## src/rtl/led_matrix_pkg.sv

```systemverilog
// Shared definitions for the LED matrix write scheduler: field widths,
// data-word layout and the scheduler FSM states.
package led_matrix_pkg;

  localparam int ADR_W         = 9;
  localparam int COL_W         = 12;
  localparam int DATA_W        = 32;
  localparam int ADR_LSB       = 16;
  localparam int COL_LSB       = 0;
  localparam int FILL_LAST_DEF = 511;

  typedef enum logic [1:0] {
    ST_IDLE = 2'd0,
    ST_FILL = 2'd1,
    ST_DONE = 2'd2
  } state_t;

endpackage

```

## src/rtl/led_wr_rr_arb2.sv

```systemverilog
// Two-way round-robin arbiter: combinational one-hot grant from the eligible
// requests, with a registered pointer remembering which port won last.
module led_wr_rr_arb2 (
  input  logic       clk,
  input  logic       reset,
  input  logic [1:0] i_req,
  output logic [1:0] o_gnt,
  output logic       o_last
);

  logic r_last;

  always_comb begin
    o_gnt = 2'b00;
    case (i_req)
      2'b01:   o_gnt = 2'b01;
      2'b10:   o_gnt = 2'b10;
      // On a tie the port that did not win last time takes the slot.
      2'b11:   o_gnt = r_last ? 2'b01 : 2'b10;
      default: o_gnt = 2'b00;
    endcase
  end

  // Pointer starts at 1 so port 0 takes the first tie after reset.
  always_ff @(posedge clk) begin
    if (reset) begin
      r_last <= 1'b1;
    end else if (|i_req) begin
      r_last <= o_gnt[1];
    end
  end

  assign o_last = r_last;

endmodule

```

## src/rtl/led_matrix_wr_sched.sv

```systemverilog
// Write scheduler for the LED matrix: arbitrates two pixel-write requesters
// and runs full-frame fills, emitting one registered write word per cycle.
module led_matrix_wr_sched
  import led_matrix_pkg::*;
#(
  parameter int P_ADR_W     = ADR_W,
  parameter int P_COL_W     = COL_W,
  parameter int P_FILL_LAST = FILL_LAST_DEF
) (
  input  logic               clk,
  input  logic               reset,
  input  logic               req0,
  input  logic [P_ADR_W-1:0] adr0,
  input  logic [P_COL_W-1:0] dat0,
  output logic               ack0,
  input  logic               req1,
  input  logic [P_ADR_W-1:0] adr1,
  input  logic [P_COL_W-1:0] dat1,
  output logic               ack1,
  input  logic               fill_start,
  input  logic [P_COL_W-1:0] fill_color,
  output logic               fill_busy,
  output logic               fill_done,
  output logic [DATA_W-1:0]  data_out,
  output logic               data_out_en
);

  localparam logic [P_ADR_W-1:0] L_FILL_LAST = P_ADR_W'(P_FILL_LAST);

  state_t              r_state;
  logic [P_ADR_W-1:0]  r_cnt;
  logic                r_fill_end;
  logic [P_COL_W-1:0]  r_fill_color;
  logic [DATA_W-1:0]   r_data;
  logic                r_en;
  logic [1:0]          r_ack;
  logic                r_busy;
  logic                r_done;

  logic [1:0]          w_req;
  logic [1:0]          w_arb_req;
  logic [1:0]          w_gnt;
  logic                w_rr_last;
  logic                w_idle_free;
  logic                w_sel1;
  logic [P_ADR_W-1:0]  w_sel_adr;
  logic [P_COL_W-1:0]  w_sel_col;
  logic [DATA_W-1:0]   w_req_word;
  logic [DATA_W-1:0]   w_fill_word;

  assign w_req       = {req1, req0};
  // A pending fill_start claims the cycle, so requesters only compete otherwise.
  assign w_idle_free = (r_state == ST_IDLE) && !fill_start;

  // A port whose ack is on the outputs this cycle is still holding its request;
  // masking it keeps the same request from being issued twice.
  genvar gi;
  generate
    for (gi = 0; gi < 2; gi++) begin : g_elig
      assign w_arb_req[gi] = w_req[gi] & ~r_ack[gi] & w_idle_free;
    end
  endgenerate

  led_wr_rr_arb2 u_arb (
    .clk    (clk),
    .reset  (reset),
    .i_req  (w_arb_req),
    .o_gnt  (w_gnt),
    .o_last (w_rr_last)
  );

  // Port 1 is selected when it is alone, or when it ties and port 0 won last.
  assign w_sel1    = w_arb_req[1] & (~w_arb_req[0] | ~w_rr_last);
  assign w_sel_adr = w_sel1 ? adr1 : adr0;
  assign w_sel_col = w_sel1 ? dat1 : dat0;

  always_comb begin
    w_req_word                         = '0;
    w_req_word[ADR_LSB +: P_ADR_W]     = w_sel_adr;
    w_req_word[COL_LSB +: P_COL_W]     = w_sel_col;
    w_fill_word                        = '0;
    w_fill_word[ADR_LSB +: P_ADR_W]    = r_cnt;
    w_fill_word[COL_LSB +: P_COL_W]    = r_fill_color;
  end

  always_ff @(posedge clk) begin
    if (reset) begin
      r_state      <= ST_IDLE;
      r_cnt        <= '0;
      r_fill_end   <= 1'b0;
      r_fill_color <= '0;
      r_data       <= '0;
      r_en         <= 1'b0;
      r_ack        <= 2'b00;
      r_busy       <= 1'b0;
      r_done       <= 1'b0;
    end else begin
      r_en   <= 1'b0;
      r_ack  <= 2'b00;
      r_done <= 1'b0;
      case (r_state)
        ST_IDLE: begin
          if (fill_start) begin
            r_state      <= ST_FILL;
            r_fill_color <= fill_color;
            r_cnt        <= '0;
            r_fill_end   <= 1'b0;
            r_busy       <= 1'b1;
          end else if (|w_gnt) begin
            r_en   <= 1'b1;
            r_ack  <= w_gnt;
            r_data <= w_req_word;
          end
        end
        ST_FILL: begin
          // The cycle after the last write has been issued moves to DONE,
          // so fill_done trails the final address on the bus by one cycle.
          if (r_fill_end) begin
            r_state <= ST_DONE;
            r_done  <= 1'b1;
          end else begin
            r_en   <= 1'b1;
            r_data <= w_fill_word;
            if (r_cnt == L_FILL_LAST) begin
              r_fill_end <= 1'b1;
            end else begin
              r_cnt <= r_cnt + 1'b1;
            end
          end
        end
        ST_DONE: begin
          r_state <= ST_IDLE;
          r_busy  <= 1'b0;
        end
        default: begin
          r_state <= ST_IDLE;
          r_busy  <= 1'b0;
        end
      endcase
    end
  end

  assign data_out    = r_data;
  assign data_out_en = r_en;
  assign ack0        = r_ack[0];
  assign ack1        = r_ack[1];
  assign fill_busy   = r_busy;
  assign fill_done   = r_done;

endmodule

```

## config.mk

```make
export PLATFORM = sky130hd
export DESIGN_NAME = led_matrix_wr_sched
export DESIGN_NICKNAME = d
export VERILOG_FILES = /design/src/rtl/led_matrix_pkg.sv /design/src/rtl/led_wr_rr_arb2.sv /design/src/rtl/led_matrix_wr_sched.sv
export SDC_FILE = /design/constraint.sdc
export NUM_CORES = 1
export LEC_CHECK = 0
export CAP_MARGIN = 40
export CORE_MARGIN = 3
export CORE_UTILIZATION = 60
export DETAILED_ROUTE_END_ITERATION = 10
export DONT_BUFFER_PORTS = 1
export HOLD_SLACK_MARGIN = 0.02
export MAX_ROUTING_LAYER = met4
export PLACE_DENSITY = 0.78
export RECOVER_POWER = 100
export SLEW_MARGIN = 0
export SYNTH_ARGS = -nofsm -noshare
export SYNTH_HDL_FRONTEND = slang
export SYNTH_SLANG_ARGS = --single-unit
```

## constraint.sdc

```tcl
create_clock -name clk -period 2.6 [get_ports clk]
set_clock_uncertainty 0.05 [all_clocks]
set_input_delay 0.52 -clock clk [delete_from_list [all_inputs] [get_ports clk]]
set_output_delay 0.52 -clock clk [all_outputs]
set_load 0.02 [all_outputs]
```

==> flow_summary.ini, run 1 <==
[synth]
ys_ff_latch = 51
syn_area_per_cell_sq_um = 9.47
synth_top_area_share_pct = 38.1
ys_top_cells_by_count = dfxtp_1, clkbuf_1, nand2b_1, mux2i_1, nor4_1
synth_most_common_cell = dfxtp_1
yosysWarnings = 0
yosysTopAreaCell = dfxtp_1
syn_area_sq_mm = 0.00268
synth_seq_area_share_pct = 38.1
async_reset_ff_share_pct = 0
syn_inst = 283
synth_enable_flop_cells = 0
synth.distinct_cells = 39
synth_area_leaders = dfxtp_1, mux2i_1, a41oi_1, o41ai_1, nand2b_1
synth_flop_cell = dfxtp_1

[timing]
max_freq_mhz = 428
fin_hold_ws_ns = 0.220
rsz0062_at_grt = no
worstMarginPinSlew_ns = 0.850
maxSlewViolCount = 0
slew_headroom_pct = 43.4
fin_crit_sh_pct = 90.0
hold_violations = 0
setup_tns_ns = 0
setup_viol = 0
fin_crit_ns = 2.34

[global_route]
overflow = 0
grt_pass1_wl_mm = 9.67
grt_usage_pct = 23.8
antenna_found_initial = 0
grt_pass1_vias = 1824
grt_start_max_net_pins = 52

[layout]
finalCoreUtilization_pct = 64.4
antenna_cells = 0
final_nets = 326
instances_no_fill = 316
fillers = 361
synthToLayoutAreaGrowth_pct = -0.420
multi_input_area_sq_mm = 0.00143
regArea_sq_mm = 0.00102
layout-drive-gt1-share_pct = 6.39

[cts]
clkTransAtPathRegs_ns = 0.09
cts_tree = built
htreeDepth = 2
cts_hold_buf = 0
cts_setup_buffers = 0
clk_path_buf_depth = 2
numCtsBuffers = 5
cts_resized = 0
root_buffer = clkbuf_8
insertion_delay_ns = 0.31
cts_sinks = 51

[routing]
dr.pass1.iters = 4
routed-via-count = 2102
routedWlPerCell_um = 18.9
wirelength_mm = 5.97
drt.antenna.violating_nets = 0
via_per_inst = 6.65
drt-initial-drc-count = 151
drc_errors = 0

[power]
peakVddDrop_mv = 0.351
power_w = 0.00155
p_seq_share_pct = 56.6
netSwitchingPower_w = 0.000446
pwr-share-comb_pct = 12.5
power.internal_w = 0.00111
swShare_pct = 28.7
p_leak_nw = 1.01
p_clk_share_pct = 30.9
power_density_mw_per_mm2 = 581

[worst_setup_path]
end_kind = flop
r2r_slack_ns = 0.26
worstPathMaxFanout = 8
startpoint_type = flop
worstSetupPathType = reg -> reg
crit_arrival_ns = 2.49
worstPathRequired_ns = 2.75

[die]
core_sq_mm = 0.00414
rows = 23
die_w_um = 72.9
die_area_sq_mm = 0.00531
die_y_um = 72.9
start_util_pct = 64.7
pin_count = 96

[min_path]
hp-class = in -> reg

[placement]
dp_hpwl_mm = 4.22
place_congestion = 0.917
place.port_buffers = 0
dpl.cell_count = 308

[run]
drv_cap = 0

[outcome]
status = finished, final reports clean
## final timing paths
kind	startpoint	to	depth (start not counted)
setup / recovery	r_cnt[0]	r_cnt[5]	8
setup reg to reg	r_cnt[0]	r_cnt[5]	8
hold reg to reg	r_fill_color[5]	r_fill_color[5]	1
hold / removal	reset	r_cnt[0]	1
## per-layer routing
layer  GRT usage (%)  vias to the layer above  part of all wire (%)
li1                -                     1040                     -
met1            35.1                      971                    46
met2            33.0                       84                    44
met3            5.51                        7                   9.2
met4            5.53                        0                   1.0
met5               -                        -                     0
## power groups by stage
stage | combinational, W | sequential, W | clock (W)
after floorplan | 0.000196 | 0.000884 | 0
after global placement | 0.000193 | 0.000896 | 0
after detailed placement | 0.000195 | 0.000897 | 0
after CTS | 0.000195 | 0.000878 | 0.000495
after global routing | 0.000216 | 0.000883 | 0.000529
final | 0.000194 | 0.000878 | 0.000480
## sequential cells by signal, summed over array words and instances, names as in the netlist
register      count
data_out         21
data_out_en       1
fill_busy         1
fill_done         1
r_ack             2
r_cnt             9
r_fill_color     12
r_fill_end        1
r_state           2
u_arb.o_last      1
## critical path, stage by stage (launching register included)
cell       delay (ns)
dfxtp_1          0.36
ha_1             0.26
nand3_1          0.09
nor2_1           0.04
ha_1             0.18
or3b_1           0.48
a2111oi_1        0.54
xnor2_1          0.17
nor2_1           0.05
## cell usage in the layout (no fill, tap or decap), types with 2 or more instances in the layout
master,count
a21oi_1,5
or3b_1,2
nor2_1,14
buf_4,6
and2_1,2
nor2b_1,3
a2111oi_1,2
nand3_1,4
o41ai_1,21
mux2i_1,23
xnor2_1,6
conb_1,11
nor4_1,22
ha_1,2
a22o_1,12
dfxtp_1,51
a211oi_1,3
a41oi_1,21
nand2b_1,24
or3_1,2
clkbuf_8,6
and3_1,2
inv_1,3
nand2_1,6
## logic make-up (layout without fill, tap and decap cells)
kind of cell / count (synthesis) / in the layout / share of synthesized area (%)
AND/OR/NAND/NOR: 85 / 85 / 18.2
buffers and inverters: 45 / 18 / 9.71
flip-flops: 51 / 51 / 38.1
AO/OA/AOI/OAI: 70 / 70 / 22.4
XOR/XNOR: 6 / 6 / 1.96
adder cells (fa/ha/maj): 2 / 2 / 0.933
other: 1 / 11 / 0.140
multiplexers: 23 / 23 / 8.59
## metrics by stage
step / setup WS [ns] / instance area (sq um)
2_1_floorplan: 0.515 / 2720
3_3_place_gp: 0.428 / 2590
3_5_place_dp: 0.296 / 2590
4_1_cts: 0.273 / 2690
5_1_grt: 0.0980 / 2670
6_report: 0.261 / 2670
## area by class of cell
cell class,count,area share (%)
inverters,3,0.422
clock buffers,6,3.09
clock inverters,2,0.609
multi-input cells,197,53.4
well taps,50,2.34
flip-flops and latches,51,38.2
repair buffers,7,1.87
No activity file was read; power rests on OpenSTA's default activity.
==> run 2, diff against run 1 <==
--- a/config.mk
+++ b/config.mk
@@ -7,12 +7,12 @@
 export LEC_CHECK = 0
 export CAP_MARGIN = 40
 export CORE_MARGIN = 3
-export CORE_UTILIZATION = 60
+export CORE_UTILIZATION = 30
 export DETAILED_ROUTE_END_ITERATION = 10
 export DONT_BUFFER_PORTS = 1
 export HOLD_SLACK_MARGIN = 0.02
 export MAX_ROUTING_LAYER = met4
-export PLACE_DENSITY = 0.78
+export PLACE_DENSITY = 0.46
 export RECOVER_POWER = 100
 export SLEW_MARGIN = 0
 export SYNTH_ARGS = -nofsm -noshare
==> run 2 against run 1 <==
Compared with the run above: critical path depth is the same; wire length grew 14%; sequential cell count is the same; power grew 12%; non-clock buffer count grew 1; cell count grew 18%; worst hold slack gained 0.014 ns; clock-buffer cell count shrank 1; final area grew 4.8%; sequential power is essentially flat; critical path type unchanged; critical endpoint unchanged.
==> flow_summary.ini, run 2 (synthesized netlist as in run 1, its figures left out) <==
[outcome]
status = finished, final reports clean

[die]
die_y_um = 101
die_area_sq_mm = 0.0101
rows = 33
core_sq_mm = 0.00846
die_w_um = 101
start_util_pct = 31.7
pin_count = 96

[worst_setup_path]
worstSetupPathType = reg -> reg
critical_path.top_delay_family = simple AND/OR/NAND/NOR gates
end_kind = flop
crit_chain = ha_1 > nand3_1 > nor2_1 > ha_1 > or3b_1 > a2111oi_0 > xnor2_1 > nor2_1
slowest_delay_ns = 0.55
critical_path.slowest_cell = a2111oi_0
worstPathMaxFanout = 8
crit_arrival_ns = 2.50
worstPathRequired_ns = 2.74
startpoint_type = flop
cp.buffers_inverters = 0

[routing]
wirelength_mm = 6.84
drt-initial-drc-count = 122
routedWlPerCell_um = 18.4
drc_errors = 0
drt.antenna.violating_nets = 0
dr.pass1.iters = 4
routed-via-count = 2075
via_per_inst = 5.58

[timing]
setup_viol = 0
slew_headroom_pct = 44.7
maxSlewViolCount = 0
worstMarginPinSlew_ns = 0.830
fin_crit_sh_pct = 90.8
fin_crit_ns = 2.36
max_freq_mhz = 424
hold_violations = 0
setup_tns_ns = 0
fin_hold_ws_ns = 0.234
rsz0062_at_grt = no

[layout]
final_common_cell = dfxtp_1
final_cell_mix = dfxtp_1, nand2b_1, mux2i_1
final_nets = 327
instances_no_fill = 372
synthToLayoutAreaGrowth_pct = 4.39
antenna_cells = 0
layout-drive-gt1-share_pct = 7.49
largest_reg_flops = 21

[cts]
insertion_delay_ns = 0.31
cts_setup_buffers = 0
root_buffer = clkbuf_8
htreeDepth = 2
clkTransAtPathRegs_ns = 0.10
cts_sinks = 51
numCtsBuffers = 5
clk_path_buf_depth = 2
cts_resized = 0
cts_tree = built
cts_hold_buf = 0

[global_route]
overflow = 0
grt_usage_pct = 13.6
grt_start_max_net_pins = 52
grt_pass1_wl_mm = 10.8
grt_pass1_vias = 1959
antenna_found_initial = 0

[run]
drv_cap = 0

[power]
power_w = 0.00174
peakVddDrop_mv = 0.225
p_leak_nw = 1.04
power_density_mw_per_mm2 = 622

[min_path]
hp-class = in -> reg

[placement]
dp_hpwl_mm = 4.76
place_congestion = 0.728
dpl.cell_count = 364
place.port_buffers = 0
## run 2: path summary, 6_finish.rpt
check | start | end | slack, ns | depth (start not counted)
max | r_cnt[0] | r_cnt[5] | 0.24 | 8
min reg2reg | r_fill_color[9] | r_fill_color[9] | 0.43 | 1
min | reset | r_cnt[8] | 0.23 | 1
max reg2reg | r_cnt[0] | r_cnt[5] | 0.24 | 8
## run 2: worst reg2reg max path, cell delays in order (launching register included)
cell and delay, ns:
dfxtp_1 0.36, ha_1 0.26, nand3_1 0.09, nor2_1 0.04, ha_1 0.19, or3b_1 0.49
a2111oi_0 0.55, xnor2_1 0.17, nor2_1 0.05
## run 2: area by class of cell
class,instances,area [sq um]
fillers,858,5670
repair buffers,8,66.3
well taps,105,131
clock inverters,3,67.6
inverters,3,11.3
multi-input cells,197,1430
clock buffers,5,68.8
flip-flops and latches,51,1020
## run 2: stage by stage
stage	util (%)	cell area, sq um	setup WS, ns
after floorplan	-	2720	0.515
after global placement	31.3	2650	0.390
after detailed placement	31.7	2680	0.360
after CTS	33.3	2820	0.330
after global routing	33.1	2800	0.114
final	33.1	2800	0.240
## run 2: layer usage
metal	GRT usage (%)	part of all wire [%]	vias to the layer above	wire length [um]
met1	19.0	48	966	3310
met4	3.73	0.94	0	64
met5	-	0	-	0
met2	18.7	42	68	2900
met3	4.29	8.2	5	563
li1	-	-	1036	-
## run 2: power by group
group | switching (W) | total (W) | internal (W)
clock | 0.000275 | 0.000659 | 0.000384
sequential | 0.0000588 | 0.000879 | 0.000821
combinational | 0.000130 | 0.000202 | 0.0000718
